--- config.mk ---
export PLATFORM = sky130hd
export DESIGN_NAME = pool_result_writer_flat
export DESIGN_NICKNAME = d
export VERILOG_FILES = /design/src/rtl/pool_result_writer_if.sv /design/src/rtl/pool_result_writer.sv /design/src/flat_wrapper.sv
export SDC_FILE = /design/constraint.sdc
export NUM_CORES = 1
export LEC_CHECK = 0
export ABC_AREA = 1
export BUFFER_PORTS_ARGS = -buffer_cell sky130_fd_sc_hd__clkbuf_2
export CORE_MARGIN = 2
export CORE_UTILIZATION = 50
export DETAILED_ROUTE_END_ITERATION = 7
export GPL_TIMING_DRIVEN = 0
export HOLD_SLACK_MARGIN = 0.15
export PLACE_DENSITY = 0.82
export SYNTH_ARGS = -nofsm -noshare
export SYNTH_HDL_FRONTEND = slang
export SYNTH_SLANG_ARGS = --single-unit
--- constraint.sdc ---
create_clock -name clk -period 5.31 [get_ports clk]
set_clock_uncertainty 0.1 [all_clocks]
set_input_delay 0.531 -clock clk [delete_from_list [all_inputs] [get_ports clk]]
set_output_delay 0.531 -clock clk [all_outputs]
set_load 0.01 [all_outputs]
--- src/rtl/pool_result_writer_if.sv ---
`default_nettype none
// ============================================================================
// pool_result_writer_if : pooled-word input, BRAM write port and status bus
// Revision: 1.0
// ============================================================================
interface pool_result_writer_if #(
    parameter int DEPTH = 4
);
    localparam int LW = $clog2(DEPTH) + 1;

    logic [63:0]   in_data;
    logic          in_valid;
    logic [15:0]   in_address;
    logic          in_done;
    logic          relu_en;
    logic          wr_gnt;
    logic          wr_en;
    logic [15:0]   wr_addr;
    logic [63:0]   wr_data;
    logic [9:0]    ch_cnt;
    logic          all_done;
    logic          overflow;
    logic [LW-1:0] fifo_level;

    modport master (
        output in_data, in_valid, in_address, in_done, relu_en, wr_gnt,
        input  wr_en, wr_addr, wr_data, ch_cnt, all_done, overflow, fifo_level
    );

    modport slave (
        input  in_data, in_valid, in_address, in_done, relu_en, wr_gnt,
        output wr_en, wr_addr, wr_data, ch_cnt, all_done, overflow, fifo_level
    );
endinterface
`default_nettype wire

--- src/rtl/pool_result_writer.sv ---
`default_nettype none
// ============================================================================
// pool_result_writer : ReLU, small FIFO and granted BRAM writes of pooled words
// Revision: 1.0
// ============================================================================
module pool_result_writer #(
    parameter int DEPTH  = 4,
    parameter int NUM_CH = 64
) (
    input  logic                 clk,
    input  logic                 rst,
    pool_result_writer_if.slave  bus
);
    localparam int          AW       = $clog2(DEPTH);
    localparam logic [AW:0] C_FULL   = (AW + 1)'(DEPTH);
    localparam logic [9:0]  C_NUM_CH = 10'(NUM_CH);

    logic [63:0]    mem_data_q [DEPTH];
    logic [15:0]    mem_addr_q [DEPTH];
    logic [DEPTH-1:0] mem_tag_q;
    logic [DEPTH-1:0] mem_has_data_q;

    logic [AW-1:0]  wr_ptr_q, rd_ptr_q;
    logic [AW:0]    count_q;
    logic           wr_en_q;
    logic [15:0]    wr_addr_q;
    logic [63:0]    wr_data_q;
    logic [9:0]     ch_cnt_q;
    logic           all_done_q;
    logic           overflow_q;

    logic [63:0]    relu_data;
    logic           push_req, push_ok, pop, empty, full;
    logic           head_tag, head_has_data;

    always_comb begin
        relu_data = bus.in_data;
        for (int k = 0; k < 4; k++) begin
            if (bus.relu_en && bus.in_data[16*k+15]) begin
                relu_data[16*k +: 16] = 16'h0000;
            end
        end
    end

    assign empty         = (count_q == '0);
    assign full          = (count_q == C_FULL);
    assign head_tag      = mem_tag_q[rd_ptr_q];
    assign head_has_data = mem_has_data_q[rd_ptr_q];
    assign push_req      = bus.in_valid | bus.in_done;
    // Tag-only markers never need the port, so they retire without a grant.
    assign pop           = !empty && (bus.wr_gnt || !head_has_data);
    assign push_ok       = push_req && (!full || pop);

    // Storage is unreset; validity is carried entirely by the pointers/count.
    always_ff @(posedge clk) begin
        if (push_ok) begin
            mem_data_q[wr_ptr_q]     <= bus.in_valid ? relu_data : 64'h0;
            mem_addr_q[wr_ptr_q]     <= bus.in_valid ? bus.in_address : 16'h0;
            mem_tag_q[wr_ptr_q]      <= bus.in_done;
            mem_has_data_q[wr_ptr_q] <= bus.in_valid;
        end
    end

    always_ff @(posedge clk) begin
        if (rst) begin
            wr_ptr_q   <= '0;
            rd_ptr_q   <= '0;
            count_q    <= '0;
            wr_en_q    <= 1'b0;
            wr_addr_q  <= 16'h0;
            wr_data_q  <= 64'h0;
            ch_cnt_q   <= 10'd0;
            all_done_q <= 1'b0;
            overflow_q <= 1'b0;
        end else begin
            if (push_ok) begin
                wr_ptr_q <= wr_ptr_q + 1'b1;
            end
            if (pop) begin
                rd_ptr_q <= rd_ptr_q + 1'b1;
            end
            case ({push_ok, pop})
                2'b10:   count_q <= count_q + 1'b1;
                2'b01:   count_q <= count_q - 1'b1;
                default: count_q <= count_q;
            endcase

            wr_en_q <= pop && head_has_data;
            if (pop && head_has_data) begin
                wr_addr_q <= mem_addr_q[rd_ptr_q];
                wr_data_q <= mem_data_q[rd_ptr_q];
            end

            if (pop && head_tag && (ch_cnt_q != 10'h3FF)) begin
                ch_cnt_q <= ch_cnt_q + 1'b1;
            end
            if (ch_cnt_q >= C_NUM_CH) begin
                all_done_q <= 1'b1;
            end
            if (push_req && !push_ok) begin
                overflow_q <= 1'b1;
            end
        end
    end

    assign bus.wr_en      = wr_en_q;
    assign bus.wr_addr    = wr_addr_q;
    assign bus.wr_data    = wr_data_q;
    assign bus.ch_cnt     = ch_cnt_q;
    assign bus.all_done   = all_done_q;
    assign bus.overflow   = overflow_q;
    assign bus.fifo_level = count_q;
endmodule
`default_nettype wire

--- src/flat_wrapper.sv ---
// flat-port wrapper written by rule: the top's interface ports become plain ports
module pool_result_writer_flat 
#(
    parameter int DEPTH  = 4,
    parameter int NUM_CH = 64
)
  (clk, rst, bus_in_data, bus_in_valid, bus_in_address, bus_in_done, bus_relu_en, bus_wr_gnt, bus_wr_en, bus_wr_addr, bus_wr_data, bus_ch_cnt, bus_all_done, bus_overflow, bus_fifo_level);
  pool_result_writer_if #(.DEPTH(DEPTH)) bus_i ();
  input  logic clk;
  input  logic rst;
  input wire logic [$bits(bus_i.in_data)-1:0] bus_in_data;
  input wire logic [$bits(bus_i.in_valid)-1:0] bus_in_valid;
  input wire logic [$bits(bus_i.in_address)-1:0] bus_in_address;
  input wire logic [$bits(bus_i.in_done)-1:0] bus_in_done;
  input wire logic [$bits(bus_i.relu_en)-1:0] bus_relu_en;
  input wire logic [$bits(bus_i.wr_gnt)-1:0] bus_wr_gnt;
  output wire logic [$bits(bus_i.wr_en)-1:0] bus_wr_en;
  output wire logic [$bits(bus_i.wr_addr)-1:0] bus_wr_addr;
  output wire logic [$bits(bus_i.wr_data)-1:0] bus_wr_data;
  output wire logic [$bits(bus_i.ch_cnt)-1:0] bus_ch_cnt;
  output wire logic [$bits(bus_i.all_done)-1:0] bus_all_done;
  output wire logic [$bits(bus_i.overflow)-1:0] bus_overflow;
  output wire logic [$bits(bus_i.fifo_level)-1:0] bus_fifo_level;
  assign bus_i.in_data = bus_in_data;
  assign bus_i.in_valid = bus_in_valid;
  assign bus_i.in_address = bus_in_address;
  assign bus_i.in_done = bus_in_done;
  assign bus_i.relu_en = bus_relu_en;
  assign bus_i.wr_gnt = bus_wr_gnt;
  assign bus_wr_en = bus_i.wr_en;
  assign bus_wr_addr = bus_i.wr_addr;
  assign bus_wr_data = bus_i.wr_data;
  assign bus_ch_cnt = bus_i.ch_cnt;
  assign bus_all_done = bus_i.all_done;
  assign bus_overflow = bus_i.overflow;
  assign bus_fifo_level = bus_i.fifo_level;
  pool_result_writer #(.DEPTH(DEPTH), .NUM_CH(NUM_CH)) u_core (.clk(clk), .rst(rst), .bus(bus_i));
endmodule
==> summary.md <==
| Metric | Value |
|---|---|
| Status | complete, no violations |
| Top cells by area, synth | edfxtp_1 59%, dfxtp_1 12%, nor2_1 5.9% |
| Cell Area, Synth | 0.0166 mm² |
| Clock root buffer | clkbuf_16 |
| Final hold violations | 0 |
| Routability Congestion | 0.791 |
| Reg clk slew, reported paths | 0.06 ns |
| Die Ht | 186 µm |
| First-pass GRT wire length | 61,200 µm |
| Clock tree buffer depth | 3 |
| Avg Vias per Cell | 5.41 |
| Worst Tran Pin Value | 1.28 ns |
| Routed WL per cell | 18.4 µm |
| Cells after DPL | 2,118 |
| Fin Hold WS | 0.238 ns |
| Clock latency at the later pin of the worst-skew pair | 0.54 ns |
| Htree depth | 2 |
| Data required time of the critical path | 5.61 ns |
| Initial core utilization | 50.9% |
| CP cell instances | buf_4 -> nand2_1 -> nand3_1 -> nand3_1 -> nand2_1 -> nand2_1 -> nand2_2 -> ha_1 -> inv_1 -> fa_1 -> a21oi_1 -> o21ai_0 -> o21ai_0 -> a21oi_1 |
| Post-synth top flop | edfxtp_1 |
| Post-synth EDFFs | 328 |
| CTS tree | done |
| Setup repair after global routing missed its margin | no |
| Post-Layout Cell Count | 2,199 |
| Post-synth cell types | 28 |
| Maximum vdd drop | 0.271 mV |
| CP dominant cell by count | nand2_1 |
| Final wirelength | 40,400 µm |
| Fraction of layout cells with a size suffix above 1 | 17.6% |
| Mean Syn Cell Area | 11.2 µm² |
| # diodes | 0 |
| Sink Count | 428 |
| IO Count | 182 |
| Initial antenna violation count | 0 |
| GRT Util Overall | 23.1% |
| Yosys top cell area share | 59.3% |
| Die area | 0.0347 mm² |
| CP endpoint kind | flop |
| Row count | 66 |
| Via count | 11,900 |
| Slowest cell on crit path | dfxtp_1 |
| DR iter-0 viols | 1,201 |
| Max Clk Rate | 323 MHz |
| Leakage | 7.64 nW |
| DR pass1 iterations | 5 |
| Num CTS Buffers | 43 |
| Slew HR | 14.5% |
| Crit share post-route | 58.3% |
| Crit path arrival time | 3.40 ns |
| Syn-to-layout area delta | 18.8% |
| Critical path's largest stage delay | 0.39 ns |
| Slew Viols, Final | 0 |
| # setup viols final | 0 |
| WS Path Type | flop to flop |
| Nets | 1,816 |
| Vias in the first global route | 11,600 |
| Min Tclk post-route | 3.09 ns |
| I/O Buffers | 181 |
| DRC errors left | 0 |
| Post-Synthesis Cells | 1,483 |
| Largest net degree at the start of global routing | 30 |
| Most frequent cell after synthesis | edfxtp_1 |
| Max Cap Viol | 0 |
| CP Max Fanout | 10 |
| Core area | 0.0326 mm² |
| Setup fix buffers added after clock tree synthesis | 0 |
| Synth cell count leaders | 328 x edfxtp_1, 260 x nor2_1, 220 x nand2_1 |
| CP Launch Type | flop |
| Final ANT Viol Nets | 0 |
| Post-DP HPWL | 26,000 µm |
| Seq cells post-synth | 428 |
| Synth Net Count | 1,577 |
| Pwr Density | 523 mW/mm² |
| Worst Hold Class | primary input to flop |
| Gr ovfl total | 0 |
| Largest area contributor in the netlist | edfxtp_1 |
| Async S/R FF share, synth | 0% |
| Die width | 186 µm |
| YS warnings | 0 |
| Post-synthesis sequential area ratio | 71.4% |
-- what timing repair did --
item | 4_1_cts | 5_1_grt
endpoints found under the setup margin | 0 | 0
hold buffers | 1 | 0
gates resized for setup | 0 | 0
endpoints found under the hold margin | 4 | 0
-- cell usage in the layout (no fill, tap or decap), drive strengths merged --
cell type | synthesis | routed
nand2 | 221 | 221
or2 | 1 | 1
ha | 7 | 7
nand4 | 3 | 3
o22ai | 80 | 80
nor2 | 260 | 260
o21ai | 171 | 171
or4 | 1 | 1
dlygate4sd3 | 0 | 1
a21oi | 88 | 88
nand3 | 14 | 14
edfxtp | 328 | 328
bufinv | 0 | 2
o21bai | 1 | 1
nand3b | 1 | 1
fa | 1 | 1
nor3 | 2 | 2
dfxtp | 100 | 100
clkinv | 2 | 16
buf | 42 | 54
xor2 | 1 | 1
clkinvlp | 0 | 2
clkbuf | 46 | 284
inv | 113 | 118
-- area by class of cell --
type                       count  area [µm²]
fill                        2566       12900
sequential                   428       11900
multi-input combinational    852        3880
clock buffer                  57        1200
timing repair buffer         194        1160
tap                          442         553
buffer                        88         468
inverter                     115         437
clock inverter                23         181
-- sequential cells by signal (all words and copies together) (netlist names) --
name and cells:
u_core.mem_has_data_q 4, u_core.rd_ptr_q 2, u_core.mem_addr_q 64, u_core.bus.wr_data 64
u_core.wr_ptr_q 2, u_core.bus.wr_en 1, u_core.mem_data_q 256, u_core.bus.wr_addr 16
u_core.bus.overflow 1, u_core.mem_tag_q 4, u_core.bus.fifo_level 3, u_core.bus.ch_cnt 10
u_core.bus.all_done 1
-- per-stage QoR --
| stage | TNS (ns) | cell area, µm² | utilization [%] | setup slack, ns | power (W) |
|---|---|---|---|---|---|
| finish | 0 | 19700 | 60.5 | 2.22 | 0.0103 |
| global route | 0 | 19700 | 60.5 | 1.98 | 0.0108 |
| CTS | 0 | 19700 | 60.5 | 2.26 | 0.0103 |
| detailed placement | 0 | 18300 | 56.2 | 2.33 | 0.00740 |
| global placement | -907.98 | 18100 | 55.4 | -2.82 | 0.00728 |
| floorplan | 0 | 16600 | - | 0.141 | 0.00633 |
-- routing by layer --
metal	GRT usage, %	share of wire, %
met1	30.1	39
met2	39.9	50
met3	3.68	8.6
met4	7.46	2.5
met5	0	0
-- path summary, 6_finish.rpt --
| check | from | slack [ns] | end | cells past startpoint |
|---|---|---|---|---|
| worst max-delay path | u_core.rd_ptr_q[0] | 2.22 | u_core.bus.fifo_level[2] | 14 |
| worst min-delay path | bus_in_address[11] | 0.24 | u_core.mem_addr_q[3][11] | 3 |
| worst max register to register | u_core.rd_ptr_q[0] | 2.22 | u_core.bus.fifo_level[2] | 14 |
| worst min register to register | u_core.bus.wr_data[7] | 0.36 | u_core.bus.wr_data[7] | 2 |
-- critical path: cells and delay by family, from the launching register on --
kind	cells	cell delay [ns]
simple gates	6	1.05
fa+ha+maj	2	0.60
compound gates	4	0.52
flops	1	0.39
buf+inv	2	0.32
-- report_power, final --
part	switching [W]	internal (W)
Combinational	0.00199	0.000926
Sequential	0.000195	0.00426
Clock	0.00124	0.00170
-- logic make-up after synthesis --
family / after synthesis / synth area share (%)
simple gates: 503 / 11.6
xor+xnor: 1 / 0.0527
fa+ha+maj: 8 / 0.648
compound gates: 340 / 10.9
buf+inv: 203 / 5.45
flops: 428 / 71.4
No activity file was read; power rests on OpenSTA's default activity.
